`config.mk`:
```
export PLATFORM = sky130hd
export DESIGN_NAME = rem_reconstruct_flat
export DESIGN_NICKNAME = d
export VERILOG_FILES = /design/src/rtl/rem_reconstruct_if.sv /design/src/rtl/rem_reconstruct.sv /design/src/flat_wrapper.sv
export SDC_FILE = /design/constraint.sdc
export NUM_CORES = 1
export LEC_CHECK = 0
export BUFFER_PORTS_ARGS = -buffer_cell sky130_fd_sc_hd__buf_2
export CAP_MARGIN = 20
export CORE_AREA = 2 2 63 65
export DETAILED_ROUTE_END_ITERATION = 10
export DIE_AREA = 0 0 65 67
export SYNTH_ARGS = -nofsm -noshare
export SYNTH_HDL_FRONTEND = slang
export SYNTH_SLANG_ARGS = --single-unit
```
`constraint.sdc`:
```
create_clock -name clk -period 5.8 [get_ports clk]
set_input_delay 0.29 -clock clk [delete_from_list [all_inputs] [get_ports clk]]
set_output_delay 0.29 -clock clk [all_outputs]
set_load 0.02 [all_outputs]
```
`src/rtl/rem_reconstruct_if.sv`:
```
// rem_reconstruct_if: start/busy/valid handshake plus operand and result bundle
interface rem_reconstruct_if #(parameter int W = 2);
    logic Start;
    logic [W:0] NumQ;
    logic [W:0] NumB;
    logic [W:0] NumR;
    logic Busy;
    logic Valid;
    logic [2*W:0] Res;
    logic zerF;
    logic negF;
    logic DZF;
    logic ErrF;
    modport master (output Start, NumQ, NumB, NumR, input Busy, Valid, Res, zerF, negF, DZF, ErrF);
    modport slave (input Start, NumQ, NumB, NumR, output Busy, Valid, Res, zerF, negF, DZF, ErrF);
endinterface

```
`src/rtl/rem_reconstruct.sv`:
```
// rem_reconstruct: rebuilds dividend A = Q*B + R from sign-magnitude quotient, divisor and remainder
module rem_reconstruct #(parameter int W = 2) (
    input logic clk,
    input logic rst_n,
    rem_reconstruct_if.slave bus
);
    localparam int CW = $clog2(W + 1);
    typedef enum logic [1:0] {IDLE, MUL, ADD, DONE} state_t;
    state_t state, stateNext;
    logic pend;
    logic [W-1:0] qShift, magB, magR;
    logic [2*W-1:0] bShift, acc, mag;
    logic [CW-1:0] cnt;
    logic sQ, sB, sR, qNz;
    logic accept, divZero, err, resZero, sgn;
    logic validR, zerR, negR, dzR, errR;
    logic [2*W:0] resR;
    assign accept = bus.Start && !bus.Busy;
    assign divZero = magB == '0;
    assign err = (magR >= magB) || (qNz && magR != '0 && sR != (sQ ^ sB));
    assign mag = (divZero || err) ? '0 : acc;
    assign resZero = mag == '0;
    assign sgn = !resZero && (qNz ? sQ ^ sB : sR);
    assign bus.Busy = state != IDLE || pend || validR;
    assign bus.Valid = validR;
    assign bus.Res = resR;
    assign bus.zerF = zerR;
    assign bus.negF = negR;
    assign bus.DZF = dzR;
    assign bus.ErrF = errR;
    // state register; reset aborts any operation in flight
    always_ff @(posedge clk) begin
        if (!rst_n) state <= IDLE;
        else state <= stateNext;
    end
    // sequencing: a one-cycle load slot after acceptance, W multiply steps, the remainder add, then publish
    always_comb begin
        stateNext = state == IDLE ? (pend ? MUL : IDLE) :
                    state == MUL ? (cnt == CW'(W - 1) ? ADD : MUL) :
                    state == ADD ? DONE : IDLE;
    end
    // operand capture, shift-add multiply, remainder add and result/flag publication
    always_ff @(posedge clk) begin
        if (!rst_n) begin
            pend <= 1'b0;
            validR <= 1'b0;
            resR <= '0;
            zerR <= 1'b0;
            negR <= 1'b0;
            dzR <= 1'b0;
            errR <= 1'b0;
        end else begin
            pend <= accept;
            validR <= state == DONE;
            if (accept) begin
                qShift <= bus.NumQ[W-1:0];
                bShift <= {{W{1'b0}}, bus.NumB[W-1:0]};
                magB <= bus.NumB[W-1:0];
                magR <= bus.NumR[W-1:0];
                sQ <= bus.NumQ[W];
                sB <= bus.NumB[W];
                sR <= bus.NumR[W];
                qNz <= bus.NumQ[W-1:0] != '0;
                acc <= '0;
                cnt <= '0;
            end
            if (state == MUL) begin
                acc <= acc + (qShift[0] ? bShift : '0);
                qShift <= qShift >> 1;
                bShift <= bShift << 1;
                cnt <= cnt + 1'b1;
            end
            if (state == ADD) acc <= acc + {{W{1'b0}}, magR};
            if (state == DONE) begin
                resR <= {sgn, mag};
                zerR <= resZero;
                negR <= sgn;
                dzR <= divZero;
                errR <= err && !divZero;
            end
        end
    end
endmodule

```
`src/flat_wrapper.sv`:
```
// flat-port wrapper written by rule: the top's interface ports become plain ports
module rem_reconstruct_flat 
#(parameter int W = 2)
  (clk, rst_n, bus_Start, bus_NumQ, bus_NumB, bus_NumR, bus_Busy, bus_Valid, bus_Res, bus_zerF, bus_negF, bus_DZF, bus_ErrF);
  rem_reconstruct_if #(.W(W)) bus_i ();
  input logic clk;
  input logic rst_n;
  input wire logic [$bits(bus_i.Start)-1:0] bus_Start;
  input wire logic [$bits(bus_i.NumQ)-1:0] bus_NumQ;
  input wire logic [$bits(bus_i.NumB)-1:0] bus_NumB;
  input wire logic [$bits(bus_i.NumR)-1:0] bus_NumR;
  output wire logic [$bits(bus_i.Busy)-1:0] bus_Busy;
  output wire logic [$bits(bus_i.Valid)-1:0] bus_Valid;
  output wire logic [$bits(bus_i.Res)-1:0] bus_Res;
  output wire logic [$bits(bus_i.zerF)-1:0] bus_zerF;
  output wire logic [$bits(bus_i.negF)-1:0] bus_negF;
  output wire logic [$bits(bus_i.DZF)-1:0] bus_DZF;
  output wire logic [$bits(bus_i.ErrF)-1:0] bus_ErrF;
  assign bus_i.Start = bus_Start;
  assign bus_i.NumQ = bus_NumQ;
  assign bus_i.NumB = bus_NumB;
  assign bus_i.NumR = bus_NumR;
  assign bus_Busy = bus_i.Busy;
  assign bus_Valid = bus_i.Valid;
  assign bus_Res = bus_i.Res;
  assign bus_zerF = bus_i.zerF;
  assign bus_negF = bus_i.negF;
  assign bus_DZF = bus_i.DZF;
  assign bus_ErrF = bus_i.ErrF;
  rem_reconstruct #(.W(W)) u_core (.clk(clk), .rst_n(rst_n), .bus(bus_i));
endmodule
```
# Word-level counts from Yosys, hierarchy flattened
# Cells that the tools add are included.
# totals
out_inout_bits	11
word_cells	70
regBits	33
# op_classes
muxes	17
addsub	3
reduce_logical	23
bitwise	1
eq_ne	5
magnitude_cmp	1
# op_table
cell	count
4-bit 2-to-1 mux	7
2-bit 2-to-1 mux	7
2-bit nonzero test	4
2-bit AND reduction	3
1-bit logical AND	5
4-bit by 2-bit adder with 4-bit output	1
4-bit adder	1
2-bit by 1-bit == test with 1-bit output (second input constant)	2
2-bit == test (second input constant)	2
2-bit logical NOT	2
4-bit logical NOT	1
1-bit logical OR	4
1-bit logical NOT	3
1-bit 2-to-1 mux	3
3-bit nonzero test	1
2-bit by 1-bit adder with 2-bit output (second input constant)	1
2-bit greater-or-equal comparator	1
1-bit inequality test	1
1-bit XOR	1

# Depth between registers and ports, before layout
# depth
ltp_word	9
ltp_mapped	6
mapped_depth_nobuf	6

# Worst setup path after synthesis
# No wires, ideal clock.
# synth_path
path_kind	reg2reg
from	register u_core.state[0]
to	register u_core.bShift[0] (enable)
slack_ns	3.755
t_arrival_ns	1.719
path_stages_with_launch	7
required_ns	5.474
setup_time_ns	0.326
path_cell_list	dfxtp_1 > inv_1 > ha_1 > nand2b_1 > or2_2 > nor2_1 > a21o_1
# synth_between
elab_chain_cells	7
# synth_rtl
element	line_no	text
start: declaration	rem_reconstruct.sv:9	state_t state, stateNext;
start signal: assignment	rem_reconstruct.sv:34	else state <= stateNext;
2-bit nonzero test	rem_reconstruct.sv:24	assign bus.Busy = state != IDLE || pend || validR;
1-bit logical OR (2 in series)	rem_reconstruct.sv:24	
via bus_Busy	flat_wrapper.sv:12	output wire logic [$bits(bus_i.Busy)-1:0] bus_Busy;
1-bit logical NOT	rem_reconstruct.sv:18	assign accept = bus.Start && !bus.Busy;
1-bit logical AND	rem_reconstruct.sv:18	
2-bit nonzero test (no source line)	--	
2-bit AND reduction (no source line)	--	
end signal: assignment	rem_reconstruct.sv:57	bShift <= {{W{1'b0}}, bus.NumB[W-1:0]};
end signal: assignment	rem_reconstruct.sv:70	bShift <= bShift << 1;
end: declaration	rem_reconstruct.sv:12	logic [2*W-1:0] bShift, acc, mag;
# The timed path passes the listed nets, and every way through them passes these cells.
# A chain may end at the register's enable or synchronous reset.

# Worst setup path after layout
# layout_path
from	register u_core.state[0]
to	register u_core.cnt[1] (enable)
# layout_between
elab_chain_cells	7
# layout_rtl
element	line_no	text
2-bit nonzero test	rem_reconstruct.sv:24	
1-bit logical OR (2 in series)	rem_reconstruct.sv:24	
1-bit logical NOT	rem_reconstruct.sv:18	
1-bit logical AND	rem_reconstruct.sv:18	
2-bit nonzero test (no source line) *	--	
2-bit AND reduction (no source line) *	--	
end signal: assignment	rem_reconstruct.sv:71	cnt <= cnt + 1'b1;
end: declaration	rem_reconstruct.sv:13	logic [CW-1:0] cnt;
# Every way passes the cells marked *; elsewhere a longest branch is shown, timed or not.

==> metrics.log <==
INFO  metric detailedPlace.worstSlack = 3.53 ns
INFO  metric synth.avg_cell_area = 12.2 µm²
INFO  metric status = complete, no violations
INFO  metric clk_root_buffer_cell = sky130_fd_sc_hd__clkbuf_8
INFO  metric placeableCoreArea = 3610 µm²
INFO  metric cpMaxStageDelayCell = sky130_fd_sc_hd__nor2_1
INFO  metric clk_pin_slew_worst_paths = 0.06 ns
INFO  metric filler_cell_count = 328
INFO  metric final_critical_path_setup_slack = 3.55 ns
INFO  metric total_leakage_power = 0.766 nW
INFO  metric port-buffer-count = 22
INFO  metric synthDominantAreaCellType = sky130_fd_sc_hd__edfxtp_1
INFO  metric yosysWarnings = 0
INFO  metric timing.hold.ws = 0.182 ns
INFO  metric rsz_0062_raised_after_global_routing = no
INFO  metric worst_setup_path_startpoint = u_core.state[0]$_SDFF_PN0_
INFO  metric postSynthNetCount = 155
INFO  metric areaGrowthSynthToFinish = 15.1%
INFO  metric report.final.hold_viol_count = 0
INFO  metric synth_area_leaders = sky130_fd_sc_hd__edfxtp_1 (38%), sky130_fd_sc_hd__dfxtp_1 (15%), sky130_fd_sc_hd__ha_1 (9.6%)
INFO  metric layout.nets = 181
INFO  metric timing_max_transition_violations_final = 0
INFO  metric worstHoldStart = bus_NumR[2]
INFO  metric synth_cells = 129
INFO  metric clock_tree.htree_level_count = 2
INFO  metric routabilityCongestion = 0.737
INFO  metric crit_path_max_fanout = 10
INFO  metric final.min_clock_period = 2.25 ns
INFO  metric drtIter0Drc = 52
INFO  metric global_route_wire_length_before_repair = 4480 µm
INFO  metric initial_core_util = 43.6%
INFO  metric die_w = 65 µm
INFO  metric die_h = 67 µm
INFO  metric cts_max_path_buffers = 2
INFO  metric timing_worst_slew_pin_value = 0.758 ns
INFO  metric grtUsageTotal = 14.6%
INFO  metric synth.lib_cells_used.distinct = 36
INFO  metric cts-resized-gates = 0
INFO  metric final_worst_path_period_share = 38.7%
INFO  metric grt_overflow_total = 0
INFO  metric die_area = 4360 µm²
INFO  metric path_cells = inv_1, ha_1, nand2b_1, or2_2, nor2_1, a21o_1
INFO  metric hold_class = in2reg
INFO  metric synthFlopType = sky130_fd_sc_hd__edfxtp_1
INFO  metric remaining_drc_errors = 0
INFO  metric number_of_global_route_vias_before_repair = 951
INFO  metric worstSkewPairLatency = 0.29 ns
INFO  metric firstDrtPassIters = 4
INFO  metric critPathKind = reg2reg
INFO  metric power.density_cell_area = 263 nW/µm²
INFO  metric postCtsSetupRepairBufs = 0
INFO  metric via_density_per_instance = 4.96
INFO  metric dpl.hpwl = 2050 µm
INFO  metric asyncSetResetFlopFracSynth = 0%
INFO  metric max-slew-margin-rel = 49.3%
INFO  metric netlist.area_leader.share = 38.2%
INFO  metric achievable_frequency = 445 MHz
INFO  metric met3_usage = 6.08%
INFO  metric final.setup.tns = 0 ns
INFO  metric num_antenna_cells = 0
INFO  metric fin_worst_skew = 0.00238 ns
INFO  metric antenna_violating_nets_post_route = 0
INFO  metric final_layout_size_suffix_gt1_share = 21.8%
INFO  metric multiInputGateArea = 682 µm²
INFO  metric tritoncts = yes
INFO  metric dr_total_vias = 1,011
INFO  metric worst_ir_drop_vdd = 160 µV
INFO  metric cp_data_required_time = 5.76 ns
INFO  metric cts_made_buffers = 5
INFO  metric synth_seq_cells = 32
INFO  metric placementRows = 22
INFO  metric cp-start-kind = flip-flop
INFO  metric max-cap-violations = 0
INFO  metric grt_start_max_net_pins = 15
INFO  metric post-synth-top-count-cell = sky130_fd_sc_hd__edfxtp_1
INFO  metric timing.rr.start = u_core.state[0]$_SDFF_PN0_
INFO  metric synth-seq-area-share = 53.5%
INFO  metric synthesis.area = 1570 µm²
INFO  metric yosys-top-cells-count = sky130_fd_sc_hd__edfxtp_1 (20), sky130_fd_sc_hd__dfxtp_1 (12), sky130_fd_sc_hd__ha_1 (12), sky130_fd_sc_hd__inv_1 (9)
INFO  metric routed_wirelength = 2710 µm
INFO  metric setup_violations = 0
INFO  metric worst_setup_path_end_kind = flip-flop
INFO  metric seq_area = 841 µm²
INFO  metric ctsHoldBuffers = 0
INFO  metric grt_met2_usage = 23.3%
INFO  metric antenna_found_initial = 0
INFO  metric wl_per_cell = 13.3 µm
INFO  metric slowest_delay = 0.60 ns
INFO  metric clock_sinks = 32
INFO  metric edff_count_synth = 20
INFO  metric grt_peak_use_layer = met2
INFO  metric cp_data_arrival_time = 2.21 ns
INFO  metric grt.met1_usage = 16.7%
INFO  metric floorplan.io_pins = 23
## placed cells by master (no fill, tap or decap), types with 2 or more instances in the layout
cell type	synthesis	routed
sky130_fd_sc_hd__mux2i_1	2	2
sky130_fd_sc_hd__fa_1	2	2
sky130_fd_sc_hd__clkbuf_8	0	5
sky130_fd_sc_hd__buf_2	0	22
sky130_fd_sc_hd__and2_1	6	6
sky130_fd_sc_hd__mux2_2	2	2
sky130_fd_sc_hd__or2_2	2	2
sky130_fd_sc_hd__a21o_1	3	3
sky130_fd_sc_hd__o21ai_0	4	4
sky130_fd_sc_hd__a21oi_1	4	4
sky130_fd_sc_hd__inv_1	9	9
sky130_fd_sc_hd__nor2_1	5	5
sky130_fd_sc_hd__edfxtp_1	20	20
sky130_fd_sc_hd__a22o_1	4	4
sky130_fd_sc_hd__xnor2_1	3	3
sky130_fd_sc_hd__nand2b_1	3	3
sky130_fd_sc_hd__a31oi_1	2	2
sky130_fd_sc_hd__nor2b_1	8	8
sky130_fd_sc_hd__nand2_1	8	8
sky130_fd_sc_hd__dfxtp_1	12	12
sky130_fd_sc_hd__ha_1	12	12
sky130_fd_sc_hd__clkinv_2	0	2
## path summary, 6_finish.rpt
kind | end | slack (ns) | cells past startpoint
worst max-delay path | u_core.cnt[1]$_SDFFCE_PN0P_ | 3.55 | 6
worst min-delay path | u_core.sR$_DFFE_PP_ | 0.18 | 1
worst max register to register | u_core.cnt[1]$_SDFFCE_PN0P_ | 3.55 | 6
worst min register to register | u_core.bus.ErrF$_SDFFE_PN0P_ | 0.47 | 2
## sequential cells by signal (all words and copies together), names as in the netlist, 2 cells and up
signal and count:
u_core.acc 4, u_core.bShift 4, u_core.bus.Res 5, u_core.cnt 2
u_core.magB 2, u_core.magR 2, u_core.qShift 2, u_core.state 2
## through the flow
step           cells  area (µm²)  utilization, %  total power, W
5_1_grt          204        1810            50.2        0.000504
3_5_place_dp     196        1730            47.9        0.000320
3_3_place_gp     196        1730            47.9        0.000319
6_report         204        1810            50.2        0.000477
2_1_floorplan    129        1570               -        0.000305
4_1_cts          204        1810            50.2        0.000484
## layer usage
layer / part of all wire, % / vias to the layer above
met3: 6.8 / 6
met1: 45 / 470
met2: 47 / 25
li1: - / 510
met5: 0 / -
met4: 2.0 / 0
## area by class of cell
class	instances	area share, %
clock inverters	3	0.761
flip-flops and latches	32	46.5
well taps	48	3.32
clock buffers	5	3.80
repair buffers	22	6.09
inverters	9	1.87
multi-input cells	85	37.7
## report_power, final
part           switching (W)  internal, W  total (W)
clock              0.0000804    0.0000812   0.000162
combinational      0.0000282    0.0000240  0.0000522
sequential        0.00000763     0.000255   0.000263
total               0.000116     0.000360   0.000477
## cells by family after synthesis
kind of cell	after synthesis	share of synthesized area [%]
fa+ha+maj	14	12.1
buf+inv	12	3.11
mux	4	2.71
compound gates	26	12.7
xor+xnor	4	3.11
flops	32	53.5
simple gates	37	12.7
## critical path: cells and delay by family (launching register included)
family | cells | cell delay, ns
fa+ha+maj | 1 | 0.19
flops | 1 | 0.33
simple gates | 3 | 0.96
buf+inv | 1 | 0.08
compound gates | 1 | 0.35
Power figures use the tool's default switching activity.
